<file path="src/rtl/menu_pkg.sv">
// menu_pkg: shared state encoding, key bit positions and cursor wrap helper for the level-select menu
package menu_pkg;
  typedef enum logic [1:0] {ST_IDLE, ST_BROWSE, ST_CONFIRM, ST_DONE} state_t;
  localparam int KEY_UP = 0;
  localparam int KEY_DOWN = 1;
  localparam int KEY_ENTER = 2;
  localparam int KEY_ESC = 3;
  // One cursor step with wrap-around at both ends of an n-entry menu
  function automatic logic [2:0] wrap_step(logic [2:0] cur, logic up, int n);
    return up ? ((int'(cur) == n - 1) ? 3'd0 : cur + 3'd1) : ((cur == 3'd0) ? 3'(n - 1) : cur - 3'd1);
  endfunction
endpackage

</file>
<file path="src/rtl/menu_ctrl_if.sv">
// menu_ctrl_if: keyboard levels in, renderer/game-FSM signals out
interface menu_ctrl_if;
  logic en;
  logic [9:0] key_down;
  logic [2:0] cursor;
  logic [2:0] level;
  logic start;
  logic back;
  logic confirming;
  logic [1:0] state;
  modport master (output en, key_down, input cursor, level, start, back, confirming, state);
  modport slave (input en, key_down, output cursor, level, start, back, confirming, state);
endinterface

</file>
<file path="src/rtl/key_repeat.sv">
// key_repeat: rising-edge step plus auto-repeat timer for one held key
module key_repeat #(
  parameter int REPEAT_DELAY = 25000000,
  parameter int REPEAT_PERIOD = 10000000
) (
  input  logic clk,
  input  logic rst,
  input  logic key,
  input  logic clr,
  output logic step
);
  localparam int W = $clog2(REPEAT_DELAY + 1);
  localparam logic [W-1:0] DLY = W'(REPEAT_DELAY);
  localparam logic [W-1:0] RLD = W'(REPEAT_DELAY - REPEAT_PERIOD + 1);
  logic prev, rise, rep;
  logic [W-1:0] cnt;
  assign rise = key & ~prev;
  assign rep = key & prev & (cnt == DLY);
  assign step = rise | rep;
  // cnt is 0 while disarmed; an edge arms it, and each repeat reloads it so the next one lands a period later
  always_ff @(posedge clk or negedge rst)
    if (!rst) begin
      prev <= 1'b0;
      cnt <= '0;
    end else begin
      prev <= key;
      cnt <= (clr || !key) ? '0 : rise ? W'(1) : rep ? RLD : (cnt != '0) ? cnt + 1'b1 : '0;
    end
endmodule

</file>
<file path="src/rtl/menu_ctrl.sv">
// menu_ctrl: level-select menu FSM with cursor, confirm flash and start/back pulses
module menu_ctrl #(
  parameter int N_ITEMS = 5,
  parameter int REPEAT_DELAY = 25000000,
  parameter int REPEAT_PERIOD = 10000000,
  parameter int CONFIRM_CYCLES = 50000000
) (
  input logic clk,
  input logic rst,
  menu_ctrl_if.slave m
);
  import menu_pkg::*;
  localparam int CW = $clog2(CONFIRM_CYCLES);
  localparam logic [2:0] TOP = 3'(N_ITEMS - 1);
  state_t st;
  logic [CW-1:0] tmr;
  logic ent_p, esc_p, ent_e, esc_e, up_s, dn_s, clr, unused_keys;
  assign ent_e = m.key_down[KEY_ENTER] & ~ent_p;
  assign esc_e = m.key_down[KEY_ESC] & ~esc_p;
  assign clr = (m.key_down[KEY_UP] & m.key_down[KEY_DOWN]) | (st != ST_BROWSE);
  assign unused_keys = ^m.key_down[9:4];
  assign m.state = st;
  key_repeat #(.REPEAT_DELAY(REPEAT_DELAY), .REPEAT_PERIOD(REPEAT_PERIOD)) u_up (
    .clk(clk), .rst(rst), .key(m.key_down[KEY_UP]), .clr(clr), .step(up_s));
  key_repeat #(.REPEAT_DELAY(REPEAT_DELAY), .REPEAT_PERIOD(REPEAT_PERIOD)) u_dn (
    .clk(clk), .rst(rst), .key(m.key_down[KEY_DOWN]), .clr(clr), .step(dn_s));
  // Menu FSM: browse with cursor moves, timed confirm, commit to level and pulse start
  always_ff @(posedge clk or negedge rst)
    if (!rst) begin
      st <= ST_IDLE;
      tmr <= '0;
      ent_p <= 1'b0;
      esc_p <= 1'b0;
      m.cursor <= TOP;
      m.level <= '0;
      m.start <= 1'b0;
      m.back <= 1'b0;
      m.confirming <= 1'b0;
    end else begin
      ent_p <= m.key_down[KEY_ENTER];
      esc_p <= m.key_down[KEY_ESC];
      m.start <= 1'b0;
      m.back <= 1'b0;
      if (!m.en) begin
        st <= ST_IDLE;
        tmr <= '0;
        m.confirming <= 1'b0;
      end else
        case (st)
          ST_IDLE: begin
            st <= ST_BROWSE;
            m.cursor <= TOP - m.level;
          end
          ST_BROWSE:
            if (ent_e) begin
              st <= ST_CONFIRM;
              tmr <= '0;
              m.confirming <= 1'b1;
            end else if (esc_e) begin
              st <= ST_IDLE;
              m.back <= 1'b1;
            end else if ((up_s && !m.key_down[KEY_DOWN]) || (dn_s && !m.key_down[KEY_UP]))
              m.cursor <= wrap_step(m.cursor, up_s, N_ITEMS);
          ST_CONFIRM:
            if (esc_e) begin
              st <= ST_BROWSE;
              m.confirming <= 1'b0;
            end else if (tmr == CW'(CONFIRM_CYCLES - 1)) begin
              st <= ST_DONE;
              m.level <= TOP - m.cursor;
              m.start <= 1'b1;
              m.confirming <= 1'b0;
            end else
              tmr <= tmr + 1'b1;
          default: ;
        endcase
    end
endmodule
</file>
<file path="src/flat_wrapper.sv">
// flat-port wrapper written by rule: the top's interface ports become plain ports
module menu_ctrl_flat import menu_pkg::*;
#(
  parameter int N_ITEMS = 5,
  parameter int REPEAT_DELAY = 25000000,
  parameter int REPEAT_PERIOD = 10000000,
  parameter int CONFIRM_CYCLES = 50000000
)
  (clk, rst, m_en, m_key_down, m_cursor, m_level, m_start, m_back, m_confirming, m_state);
  menu_ctrl_if m_i ();
  input logic clk;
  input logic rst;
  input wire logic [$bits(m_i.en)-1:0] m_en;
  input wire logic [$bits(m_i.key_down)-1:0] m_key_down;
  output wire logic [$bits(m_i.cursor)-1:0] m_cursor;
  output wire logic [$bits(m_i.level)-1:0] m_level;
  output wire logic [$bits(m_i.start)-1:0] m_start;
  output wire logic [$bits(m_i.back)-1:0] m_back;
  output wire logic [$bits(m_i.confirming)-1:0] m_confirming;
  output wire logic [$bits(m_i.state)-1:0] m_state;
  assign m_i.en = m_en;
  assign m_i.key_down = m_key_down;
  assign m_cursor = m_i.cursor;
  assign m_level = m_i.level;
  assign m_start = m_i.start;
  assign m_back = m_i.back;
  assign m_confirming = m_i.confirming;
  assign m_state = m_i.state;
  menu_ctrl #(.N_ITEMS(N_ITEMS), .REPEAT_DELAY(REPEAT_DELAY), .REPEAT_PERIOD(REPEAT_PERIOD), .CONFIRM_CYCLES(CONFIRM_CYCLES)) u_core (.clk(clk), .rst(rst), .m(m_i));
endmodule
</file>
<file path="config.mk">
export PLATFORM = sky130hd
export DESIGN_NAME = menu_ctrl_flat
export DESIGN_NICKNAME = d
export VERILOG_FILES = /design/src/rtl/menu_pkg.sv /design/src/rtl/menu_ctrl_if.sv /design/src/rtl/key_repeat.sv /design/src/rtl/menu_ctrl.sv /design/src/flat_wrapper.sv
export SDC_FILE = /design/constraint.sdc
export NUM_CORES = 1
export LEC_CHECK = 0
export ABC_AREA = 1
export BUFFER_PORTS_ARGS = -buffer_cell sky130_fd_sc_hd__buf_2
export CORE_ASPECT_RATIO = 0.7
export CORE_UTILIZATION = 53
export DETAILED_ROUTE_END_ITERATION = 16
export MAX_ROUTING_LAYER = met4
export PLACE_DENSITY = 0.79
export SYNTH_ARGS = -nofsm -noshare
export SYNTH_HDL_FRONTEND = slang
export SYNTH_SLANG_ARGS = --single-unit
</file>
<file path="constraint.sdc">
create_clock -name clk -period 2.3 [get_ports clk]
set_input_delay 0.23 -clock clk [delete_from_list [all_inputs] [get_ports clk]]
set_output_delay 0.23 -clock clk [all_outputs]
set_load 0.03 [all_outputs]
</file>
# Word level (Yosys, flattened, before mapping)
# Cells that the tools add are included.
[totals] ff_bits=91 mem_bits_ro=0 latchBits=0 inputBits=13 out_inout_bits=11 ram_bits=0 n_memories=0
[classes] shifts=0 n_reduce_logical=17 bitwise=17 n_mul=0 muxes=39 n_lt_le_gt_ge=0 add_sub_neg=7 div_mod_pow=0 n_eq_ne=17
[ops] op="$mux W25" n=8
[ops] op="$mux W26" n=4
[ops] op="$pmux W26 S2" n=1
[ops] op="$add A25 B1 Y25 const B" n=2
[ops] op="$eq A25 B25 Y1 const B" n=2
[ops] op="$reduce_bool A25 Y1" n=2
[ops] op="$add A26 B1 Y26 const B" n=1
[ops] op="$eq A26 B26 Y1 const B" n=1
[ops] op="$mux W3" n=6
[ops] op="$mux W1" n=12
[ops] op="$mux W2" n=5
[ops] op="$and A1 B1 Y1" n=9
[ops] op="$ne A4 B2 Y1 const B" n=2
[ops] op="$reduce_and A4 Y1" n=2
[ops] op="$ne A3 B3 Y1 const B" n=2
[ops] op="$pmux W2 S3" n=1
[ops] op="$pmux W3 S2" n=1
[ops] op="$reduce_and A3 Y1" n=2
[ops] op="$sub A3 B3 Y3 const A" n=2
[ops] op="$not A1 Y1" n=5
[ops] op="$reduce_and A5 Y1" n=1
[ops] op="$ne A2 B1 Y1 const B" n=2
[ops] op="$ne A2 B2 Y1 const B" n=2
[ops] op="$ne A4 B1 Y1 const B" n=1
[ops] op="other kinds (15)" n=21

# Longest topological paths before layout
# Gate-level depths: netlist of run 1.
[depth] word_depth=9 mapped_depth=13 ltp_nobuf=13

# Modules after synthesis
# A second synthesis of run 1 with hierarchy kept.
[hier_totals] cells_unflattened=848 area_unflattened_um2=6020.8
[by_module_without_submodules] mod="key_repeat" n_inst=2 area_per_inst_um2=1644.1 cells_per_inst=231 seq_area_each_um2=650.6
[by_module_without_submodules] mod="menu_ctrl" n_inst=1 area_per_inst_um2=2732.6 cells_per_inst=386 seq_area_each_um2=977.2

# Worst setup path after synthesis of run 1
# OpenSTA, ideal clock, no wires.
[synth_path] kind="flip-flop to flip-flop" startpoint="register u_core.st[1], in the netlist u_core.m.state[1]" endpoint="register u_core.tmr[12]" synth_period_minus_slack_ns=1.836 stages_incl_launch_ff=13 setup_time_ns=0.118 t_arrival_ns=1.718 slack_ns=0.464 cell_sequence="dfrtp_1 -> inv_1 -> ha_1 -> buf_2 -> inv_1 -> nand3_1 -> nand2_1 -> inv_1 -> nand2_1 -> nand2_2 -> buf_2 -> nand3_1 -> nand2_1"
[synth_between] elab_chain_len=3 word_cells_on_any_way=9 classes_between="eq/ne: 6; mux: 2; reduce/logical: 1"
[synth_rtl] item="start, declared" line="menu_ctrl.sv:15" text="state_t st;"
[synth_rtl] item="start signal, assigned" line="menu_ctrl.sv:30" text="st <= ST_IDLE;"
[synth_rtl] item="start signal, assigned" line="menu_ctrl.sv:45" text="st <= ST_IDLE;"
[synth_rtl] item="start signal, assigned" line="menu_ctrl.sv:51" text="st <= ST_BROWSE;"
[synth_rtl] item="$eq A2 B2 Y1 or $eq A2 B1 Y1 (tied branches)" line="menu_ctrl.sv:49" text="case (st)"
[synth_rtl] item="$ne A3 B3 Y1 (no source line) (tied with other cells)"
[synth_rtl] item="$reduce_and A4 Y1 (no source line) or $mux W26 (tied branches)"
[synth_rtl] item="end signal, assigned" line="menu_ctrl.sv:74" text="tmr <= tmr + 1'b1;"
[synth_rtl] item="end, declared" line="menu_ctrl.sv:16" text="logic [CW-1:0] tmr;"
# Several ways; a longest one is shown, not always the timed one.
# A chain may end at the register's enable or synchronous reset.

# Worst setup path after layout of run 1
[layout_path] startpoint="register u_core.st[1], in the netlist u_core.m.state[1]" endpoint="register u_core.u_dn.cnt[19]"
[layout_between] elab_chain_len=4
[layout_rtl] item="$ne A2 B1 Y1" line="menu_ctrl.sv:20" text="assign clr = (m.key_down[KEY_UP] & m.key_down[KEY_DOWN]) | (st != ST_BROWSE);"
[layout_rtl] item="$or A1 B1 Y1" line="menu_ctrl.sv:20"
[layout_rtl] item="$logic_or A1 B1 Y1" line="key_repeat.sv:27" text="cnt <= (clr || !key) ? '0 : rise ? W'(1) : rep ? RLD : (cnt != '0) ? cnt + 1'b1 : '0;"
[layout_rtl] item="$mux W25" line="key_repeat.sv:27"
[layout_rtl] item="end signal, assigned" line="key_repeat.sv:27"
[layout_rtl] item="end, declared" line="key_repeat.sv:16" text="logic [W-1:0] cnt;"
# No other way between the ends.

==> results of run 1 <==
==> layer usage <==
| metal | part of all wire, % | vias to the layer above |
|---|---|---|
| li1 | - | 2623 |
| met1 | 52 | 2358 |
| met2 | 38 | 216 |
| met3 | 9.3 | 10 |
| met4 | 0.82 | 0 |
| met5 | 0 | - |
==> flip-flops by register name, summed over array words and instances (netlist names), 2 cells and up <==
register,count
u_core.m.cursor,3
u_core.tmr,26
u_core.u_up.cnt,25
u_core.m.level,3
u_core.m.state,2
u_core.u_dn.cnt,25
==> cell families (layout without fill, tap and decap cells) <==
kind of cell	after synthesis	after routing	synth area share, %
buf+inv	128	164	8.98
xor+xnor	45	45	6.83
flops	91	91	39.5
fa+ha+maj	13	13	2.82
simple gates	479	479	37.4
compound gates	50	50	4.51
==> report_power, final <==
group          switching, mW  leakage [nW]  internal [mW]
sequential            0.0525          1.25           1.65
clock                  0.641         0.152          0.986
combinational          0.507          1.32          0.223
total                   1.20          2.72           2.86
==> critical path: stages, from the launching register on <==
cell and delay, ns:
dfrtp_1 0.42, inv_1 0.09, ha_1 0.25, nand3_1 0.19, nor2_1 0.35, nand2_1 0.27, buf_4 0.25, nor3_2 0.12
==> placed cells by master, fill, tap and decap left out, types with 2 or more instances in the layout <==
cell type	count
xor2_1	32
o21ai_0	19
nand4_1	21
buf_2	16
nor2_4	4
inv_2	2
bufinv_16	2
or2_2	2
clkbuf_16	9
clkinv_1	2
nand2_2	10
clkinvlp_4	2
nor3_1	42
nor3_2	7
dfrtp_1	90
buf_4	12
ha_1	13
nand3b_1	2
dlygate4sd3_1	3
a21oi_1	13
nand3_1	52
nand2_1	191
nor2_1	127
nor4_1	8
inv_1	111
xnor2_1	13
buf_12	2
nor2_2	6
nand3_2	3
o21ai_1	14
nor3b_1	2
==> worst paths after layout <==
path | from | end | slack [ns] | depth (start not counted)
worst min-delay path | m_key_down[1] | u_core.u_dn.prev | 0.06 | 1
min in group asynchronous | rst | u_core.u_up.cnt[3] | 0.36 | 2
worst max register to register | u_core.m.state[1] | u_core.u_dn.cnt[19] | 0.28 | 7
worst min register to register | u_core.m.confirming | u_core.m.confirming | 0.51 | 2
max in group asynchronous | rst | u_core.tmr[4] | 1.37 | 3
worst max-delay path | u_core.m.state[1] | u_core.u_dn.cnt[19] | 0.28 | 7
==> area by class of cell <==
cell class | instances | area, sq um
fill | 924 | 4060
multi-input combinational | 587 | 2970
sequential | 91 | 2280
inverter | 115 | 432
clock buffer | 11 | 243
timing repair buffer | 33 | 240
tap | 132 | 165
clock inverter | 5 | 83.8
==> results.json, run 1 <==
{
  "synth.cell_area_sq_um": 5770,
  "syn-num-nets": 832,
  "die_w_um": 127,
  "syn_inst": 806,
  "path_clk_slew_ns": 0.07,
  "cp-end-kind": "flip-flop",
  "drv_cap": 0,
  "placementRows": 31,
  "cts_resized": 0,
  "fin_ws_ns": 0.281,
  "yosysMostFrequentCell": "nand2_1",
  "skew_ns": 0.00966,
  "cts_sinks": 91,
  "htree_levels": 3,
  "synth.distinct_cells": 36,
  "yosysWarnings": 0,
  "worst_slew_pin_slew_ns": 0.433,
  "drt_iter0_markers": 519,
  "max_slew_margin_pct": 71.2,
  "rsz0062_at_grt": "false",
  "area_growth_pct": 11.2,
  "postCtsSetupBuffers": 0,
  "ys_async_sr_fraction_pct": 100,
  "fin_nets": 863,
  "antenna_left": 0,
  "drc": 0,
  "grt_use_met2_pct": 37.5,
  "min_path_type": "input pin to flip-flop",
  "yosys.area.top_type": "dfrtp_1",
  "dieArea_sq_um": 11300,
  "ioPinCount": 24,
  "post-route-period-util_pct": 87.8,
  "top_usage_layer": "met1",
  "post-place-ws_ns": 0.374,
  "synthFlopType": "dfrtp_1",
  "vdd.ir_drop.worst_mv": 0.449,
  "numPortBuffers": 17,
  "grt_max_degree": 34,
  "final_cells": 974,
  "gp_congestion": 1.00,
  "worstSetupPathType": "flip-flop to flip-flop",
  "critPathArrivalTime_ns": 2.29,
  "numCtsBuffers": 9,
  "vias": 5207,
  "insertion_delay_ns": 0.35,
  "final_util_pct": 61.3,
  "use_met1_pct": 41.6,
  "synth-edff-count": 0,
  "dpl_cell_area_sq_um": 6060,
  "cts_tree": "built",
  "max_freq_mhz": 495,
  "drt-total-wl_mm": 14.0,
  "grt_pass1_vias": 4770,
  "crit_required_ns": 2.57,
  "grt_use_total_pct": 28.1,
  "fin_area_sq_um": 6420,
  "status": "finished, final reports clean",
  "synth_area_leaders": "dfrtp_1 39%, nand2_1 12%, nor2_1 8.3%",
  "drive_above_1_share_pct": 9.86,
  "synth_commonest_cells": "191 x nand2_1, 127 x nor2_1, 111 x inv_1",
  "finalSetupTns_ns": 0,
  "drt-wirelength-per-cell_um": 14.3,
  "root_buffer": "clkbuf_16",
  "finalPower_mw": 4.06,
  "antenna_cells": 0,
  "synth.top_cell.area_share_pct": 39.0,
  "place_inst": 955,
  "period_needed_ns": 2.02,
  "grt_overflow_total": 0,
  "startpoint_type": "flip-flop",
  "leakagePower_nw": 2.72,
  "slew_violations": 0,
  "core_area_sq_um": 10500,
  "ys_ff_latch": 91,
  "dpl.hpwl_mm": 10.6,
  "cp_max_fo": 7,
  "report.final.hold_viol_count": 0,
  "syn_avg_cell_area_sq_um": 7.16,
  "grt_pass1_wl_mm": 23.6,
  "start_util_pct": 55.1,
  "setup_viol": 0,
  "whs_ns": 0.0625,
  "cts.path.max_buffers": 2,
  "powerDensity_nw_per_um2": 633,
  "die_y_um": 89.3,
  "drt_pass1_iterations": 5,
  "ys_seq_area_share_pct": 39.5,
  "hold_buffers": 3,
  "via_per_inst": 5.35,
  "met3_usage_pct": 7.60,
  "antenna_found_initial": 0
}
No activity file was read; power rests on OpenSTA's default activity.
==> inputs of run 2 (changes only) <==
==> constraint.sdc (replaced) <==
create_clock -name clk -period 2.5 [get_ports clk]
set_input_delay 0.25 -clock clk [delete_from_list [all_inputs] [get_ports clk]]
set_output_delay 0.25 -clock clk [all_outputs]
set_load 0.03 [all_outputs]
==> results.json, run 2 (synthesis results as in run 1) <==
{
  "antenna_cells": 0,
  "fin_nets": 855,
  "multi_input_area_sq_um": 2970,
  "vdd.ir_drop.worst_mv": 0.366,
  "layout_commonest_cell": "nand2_1",
  "seq_area_sq_um": 2280,
  "final_cell_mix": "191 x nand2_1, 127 x nor2_1, 111 x inv_1",
  "drt_iter0_markers": 542,
  "startpoint_type": "flip-flop",
  "critPathArrivalTime_ns": 2.43,
  "p_seq_share_pct": 44.7,
  "period_needed_ns": 2.19,
  "drv_cap": 0,
  "crit_chain": "inv_1 -> ha_1 -> inv_1 -> nand3_1 -> nand2_1 -> inv_1 -> nand2_1 -> nand2_2 -> buf_4 -> nand2_1 -> nand2_1 -> nor2_1",
  "worst_slew_pin_slew_ns": 0.593,
  "fin_ws_ns": 0.310,
  "antenna_left": 0,
  "p_switching_mw": 1.09,
  "grt_pass1_vias": 4717,
  "insertion_delay_ns": 0.34,
  "drt-total-wl_mm": 13.6,
  "dieArea_sq_um": 11300,
  "powerDensity_nw_per_um2": 557,
  "crit_top_cell": "nand2_1",
  "root_buffer": "clkbuf_16",
  "path_clk_slew_ns": 0.06,
  "report.final.hold_viol_count": 0,
  "area_growth_pct": 8.91,
  "leakagePower_nw": 2.66,
  "finalSetupTns_ns": 0,
  "drt_pass1_iterations": 5,
  "rr_worst_depth": 12,
  "cp-end-kind": "flip-flop",
  "gp_congestion": 0.963,
  "whs_ns": 0.0273,
  "slew_violations": 0,
  "largest_reg_flops": 26,
  "critPathSlowestCell": "dfrtp_1",
  "skew_ns": 0.00654,
  "crit_required_ns": 2.74,
  "max_slew_margin_pct": 60.4,
  "hold_path_end": "u_core.ent_p",
  "start_util_pct": 55.1,
  "ff2ff_setup_slack_ns": 0.31,
  "min_path_type": "input pin to flip-flop",
  "htree_levels": 3,
  "core_area_sq_um": 10500,
  "grt_overflow_total": 0,
  "hold_depth": 1,
  "post-place-ws_ns": 0.361,
  "cts_resized": 0,
  "reg_top3": "u_core.tmr (26), u_core.u_dn.cnt (25), u_core.u_up.cnt (25)",
  "combPwrFrac_pct": 19.0,
  "antenna_found_initial": 0,
  "cts_tree": "built",
  "drc": 0,
  "p_int_mw": 2.41,
  "setup_viol": 0,
  "ioPinCount": 24,
  "crit_path_start": "u_core.m.state[1]",
  "fill_cells": 937,
  "rsz0062_at_grt": "false",
  "dpl.hpwl_mm": 10.3,
  "drt-wirelength-per-cell_um": 14.1,
  "numCtsBuffers": 9,
  "placementRows": 31,
  "cts_sinks": 91,
  "cts.path.max_buffers": 2,
  "status": "finished, final reports clean",
  "sw_frac_of_total_pct": 31.1,
  "grt_max_degree": 45,
  "die_y_um": 89.3,
  "cp_max_fo": 18,
  "drive_above_1_share_pct": 9.11,
  "min_from": "m_key_down[2]",
  "regMostFlops": "u_core.tmr",
  "post-route-period-util_pct": 87.6,
  "cpPeakStageDelay_ns": 0.42,
  "timing.rr.end": "u_core.tmr[4]",
  "die_w_um": 127,
  "numPortBuffers": 17,
  "r2r-start": "u_core.m.state[1]",
  "vias": 5181,
  "via_per_inst": 5.36,
  "grt_use_total_pct": 27.5,
  "worstSetupPathType": "flip-flop to flip-flop",
  "max_freq_mhz": 457,
  "grt_pass1_wl_mm": 23.5,
  "pwr-share-clk_pct": 36.3
}
==> run 2: cell types whose count changed in the layout (fill, tap and decap cells not counted) <==
cell	delta
buf_12	-1
buf_4	-5
bufinv_16	-2
clkbuf_1	+1
clkinv_2	+2
clkinv_4	+1
clkinvlp_4	-1
dlygate4sd3_1	-2
inv_6	-1
==> run 2: how the worst max path moves through the flow <==
stage,cells after the start,to
after floorplan,12,u_core.tmr[12]
after global placement,12,u_core.tmr[4]
after detailed placement,12,u_core.tmr[4]
after CTS,12,u_core.tmr[4]
after global routing,12,u_core.tmr[4]
final,12,u_core.tmr[4]
==> run 2: critical path: cells and delay by family (launching register included) <==
family | cells | cell delay [ns]
and+or+nand+nor | 7 | 0.67
adders and majority gates | 1 | 0.35
DFF | 1 | 0.42
buffers and inverters | 4 | 0.64
==> run 2: layout make-up <==
| type | count | area share [%] |
|---|---|---|
| multi-input cells | 587 | 47.3 |
| inverters | 115 | 6.87 |
| well taps | 132 | 2.63 |
| clock inverters | 4 | 0.418 |
| clock buffers | 12 | 3.92 |
| flip-flops and latches | 91 | 36.3 |
| repair buffers | 25 | 2.59 |
==> run 2: power groups by stage <==
stage	clock network, mW	logic (mW)	registers (mW)
after floorplan	0	0.432	1.65
after global placement	0	0.642	1.59
after detailed placement	0	0.656	1.59
after CTS	1.29	0.665	1.56
after global routing	1.34	0.751	1.57
final	1.27	0.666	1.57
==> run 2: through the flow <==
step / cells / power [mW] / cell area (sq um) / utilization [%]
6_report: 966 / 3.50 / 6280 / 60.0
5_1_grt: 966 / 3.66 / 6280 / 60.0
4_1_cts: 966 / 3.52 / 6280 / 60.0
3_5_place_dp: 949 / 2.25 / 6000 / 57.3
3_3_place_gp: 949 / 2.23 / 6000 / 57.3
2_1_floorplan: 806 / 2.09 / 5770 / -
==> run 2: repair_timing <==
item                      4_1_cts  5_1_grt
hold endpoints to repair       25        0
hold buffers                    1        0
buffers inserted                0        0
==> run 2: per-layer routing <==
layer / global-route usage (%) / routed length (um)
met1: 42.4 / 7090
met2: 36.3 / 5150
met3: 5.75 / 1200
met4: 5.30 / 133
met5: - / 0
==> inputs of run 3 (changes only) <==
--- a/config.mk
+++ b/config.mk
@@ -5,10 +5,11 @@
 export SDC_FILE = /design/constraint.sdc
 export NUM_CORES = 1
 export LEC_CHECK = 0
-export ABC_AREA = 1
 export BUFFER_PORTS_ARGS = -buffer_cell sky130_fd_sc_hd__buf_2
 export CORE_ASPECT_RATIO = 0.7
+export CORE_MARGIN = 2
 export CORE_UTILIZATION = 53
+export CTS_BUF_LIST = sky130_fd_sc_hd__clkbuf_16
 export DETAILED_ROUTE_END_ITERATION = 16
 export MAX_ROUTING_LAYER = met4
 export PLACE_DENSITY = 0.79
==> results.json, run 3 <==
{
  "drive_above_1_share_pct": 10.2,
  "area_growth_pct": 11.1,
  "rsz0062_at_grt": "false",
  "synth.top_cell.area_share_pct": 43.5,
  "core_area_sq_um": 9610,
  "syn-num-nets": 594,
  "crit_chain": "inv_1 -> ha_1 -> inv_1 -> a221o_1 -> o31ai_1 -> mux2_2",
  "drt-wirelength-per-cell_um": 16.3,
  "layout_commonest_cell": "dfrtp_1",
  "final_cell_mix": "90 x dfrtp_1, 60 x nor2_1, 51 x nand2_1",
  "setup_viol": 0,
  "cpPeakStageDelay_ns": 0.55,
  "grt_pass1_vias": 4092,
  "drt_pass1_iterations": 4,
  "fill_cells": 841,
  "via_per_inst": 6.10,
  "cts_sinks": 91,
  "path_clk_slew_ns": 0.07,
  "powerDensity_nw_per_um2": 610,
  "final_cells": 725,
  "crit_top_cell": "inv_1",
  "cts_resized": 0,
  "synth-edff-count": 0,
  "finalSetupTns_ns": 0,
  "crit_family": "compound AO/OA/AOI/OAI gates",
  "place_inst": 708,
  "drt_iter0_markers": 460,
  "min_path_type": "input pin to flip-flop",
  "drt-total-wl_mm": 11.8,
  "ys_ff_latch": 91,
  "synth.distinct_cells": 58,
  "placementRows": 30,
  "cts.path.max_buffers": 2,
  "antenna_cells": 0,
  "status": "finished, final reports clean",
  "syn_avg_cell_area_sq_um": 9.12,
  "synth.cell_area_sq_um": 5180,
  "slew_violations": 0,
  "antenna_left": 0,
  "reg_top3": "u_core.tmr (26), u_core.u_dn.cnt (25), u_core.u_up.cnt (25)",
  "gp_congestion": 0.968,
  "die_w_um": 122,
  "crit_required_ns": 2.74,
  "yosysMostFrequentCell": "dfrtp_1",
  "grt_pass1_wl_mm": 20.4,
  "insertion_delay_ns": 0.35,
  "leakagePower_nw": 2.30,
  "period_needed_ns": 2.26,
  "numCtsBuffers": 9,
  "drv_cap": 0,
  "vdd.ir_drop.worst_mv": 0.559,
  "yosys.area.top_type": "dfrtp_1",
  "vias": 4423,
  "dieArea_sq_um": 10600,
  "drc": 0,
  "antenna_found_initial": 0,
  "yosysWarnings": 0,
  "grt_overflow_total": 0,
  "critPathSlowestCell": "o31ai_1",
  "largest_reg_flops": 26,
  "syn_inst": 568,
  "htree_levels": 3,
  "die_y_um": 86.7,
  "startpoint_type": "flip-flop",
  "max_freq_mhz": 443,
  "skew_ns": 0.0133,
  "path_buf_inv": 2,
  "cp_max_fo": 8,
  "ioPinCount": 24,
  "critPathArrivalTime_ns": 2.50,
  "ys_seq_area_share_pct": 44.0,
  "max_slew_margin_pct": 55.1,
  "start_util_pct": 53.9,
  "root_buffer": "clkbuf_16",
  "regMostFlops": "u_core.tmr",
  "grt_max_degree": 48,
  "dpl.hpwl_mm": 8.38,
  "report.final.hold_viol_count": 0,
  "synthFlopType": "dfrtp_1",
  "numPortBuffers": 17,
  "fin_nets": 618,
  "post-route-period-util_pct": 90.2,
  "cts_tree": "built",
  "ys_async_sr_fraction_pct": 100,
  "worstSetupPathType": "flip-flop to flip-flop",
  "synth_commonest_cells": "90 x dfrtp_1, 60 x nor2_1, 51 x nand2_1",
  "synth_area_leaders": "dfrtp_1 43%, xnor2_1 5.4%, nor2_1 4.3%",
  "cp-end-kind": "flip-flop",
  "worst_slew_pin_slew_ns": 0.667,
  "grt_use_total_pct": 25.2
}
==> run 3: kinds of logic after synthesis <==
group / after synthesis / share of synthesized area, %
AND/OR/NAND/NOR: 280 / 29.1
flip-flops: 91 / 44.0
AO/OA/AOI/OAI: 75 / 9.25
buffers and inverters: 51 / 4.44
XOR/XNOR: 49 / 8.28
adder cells (fa/ha/maj): 13 / 3.14
multiplexers: 9 / 1.81
==> run 3: where the power goes <==
group	switching, mW	internal (mW)
registers	0.0440	1.52
logic	0.387	0.216
clock network	0.575	0.772
total	1.01	2.50
==> run 3: per-layer routing <==
metal  wire length (um)  vias to the layer above  track usage, %  part of all wire, %
met1               5820                     2122            37.2                   49
met4                172                        0            7.00                  1.5
li1                   -                     2105               -                    -
met3                780                       20            5.07                  6.6
met5                  0                        -               -                    0
met2               5030                      176            35.1                   43
==> run 3: final timing paths <==
check                                       start                 end  slack [ns]  cells past startpoint
worst min-delay path                m_key_down[3]        u_core.esc_p        0.03                      1
min in group asynchronous                     rst      u_core.tmr[10]        0.45                      2
max in group asynchronous                     rst  u_core.m.cursor[2]        1.35                      3
worst max register to register  u_core.m.state[1]  u_core.m.cursor[1]        0.24                      6
worst max-delay path            u_core.m.state[1]  u_core.m.cursor[1]        0.24                      6
worst min register to register     u_core.tmr[23]      u_core.tmr[23]        0.54                      2
==> run 3: layout make-up <==
type	instances	area, sq um	area share, %
sequential	91	2280	39.6
multi-input combinational	426	2680	46.5
clock inverter	7	68.8	1.20
inverter	32	120	2.09
clock buffer	9	225	3.91
timing repair buffer	32	228	3.95
tap	128	160	2.78
==> run 3: worst reg2reg max path, delay by kind of cell, from the launching register on <==
kind                     cells  cell delay (ns)
adder cells (fa/ha/maj)      1             0.29
multiplexers                 1             0.40
buffers and inverters        2             0.23
flip-flops                   1             0.41
AO/OA/AOI/OAI                2             0.83
==> run 3: metrics by stage <==
step / instance area (sq um) / worst slack (ns) / util [%] / total power [mW] / hold slack (ns)
6_report: 5760 / 0.244 / 59.9 / 3.51 / 0.0326
2_1_floorplan: 5180 / 0.182 / - / 1.98 / -0.0456
4_1_cts: 5760 / 0.272 / 59.9 / 3.54 / 0.0250
5_1_grt: 5760 / 0.0795 / 59.9 / 3.67 / 0.0347
3_3_place_gp: 5450 / 0.354 / 56.8 / 2.16 / 0.294
3_5_place_dp: 5450 / 0.277 / 56.8 / 2.18 / 0.305
==> run 3: repair_timing <==
item                                   in CTS  in global routing
endpoints found under the hold margin      44                  0
setup buffers                               0                  0
hold buffers                                1                  0
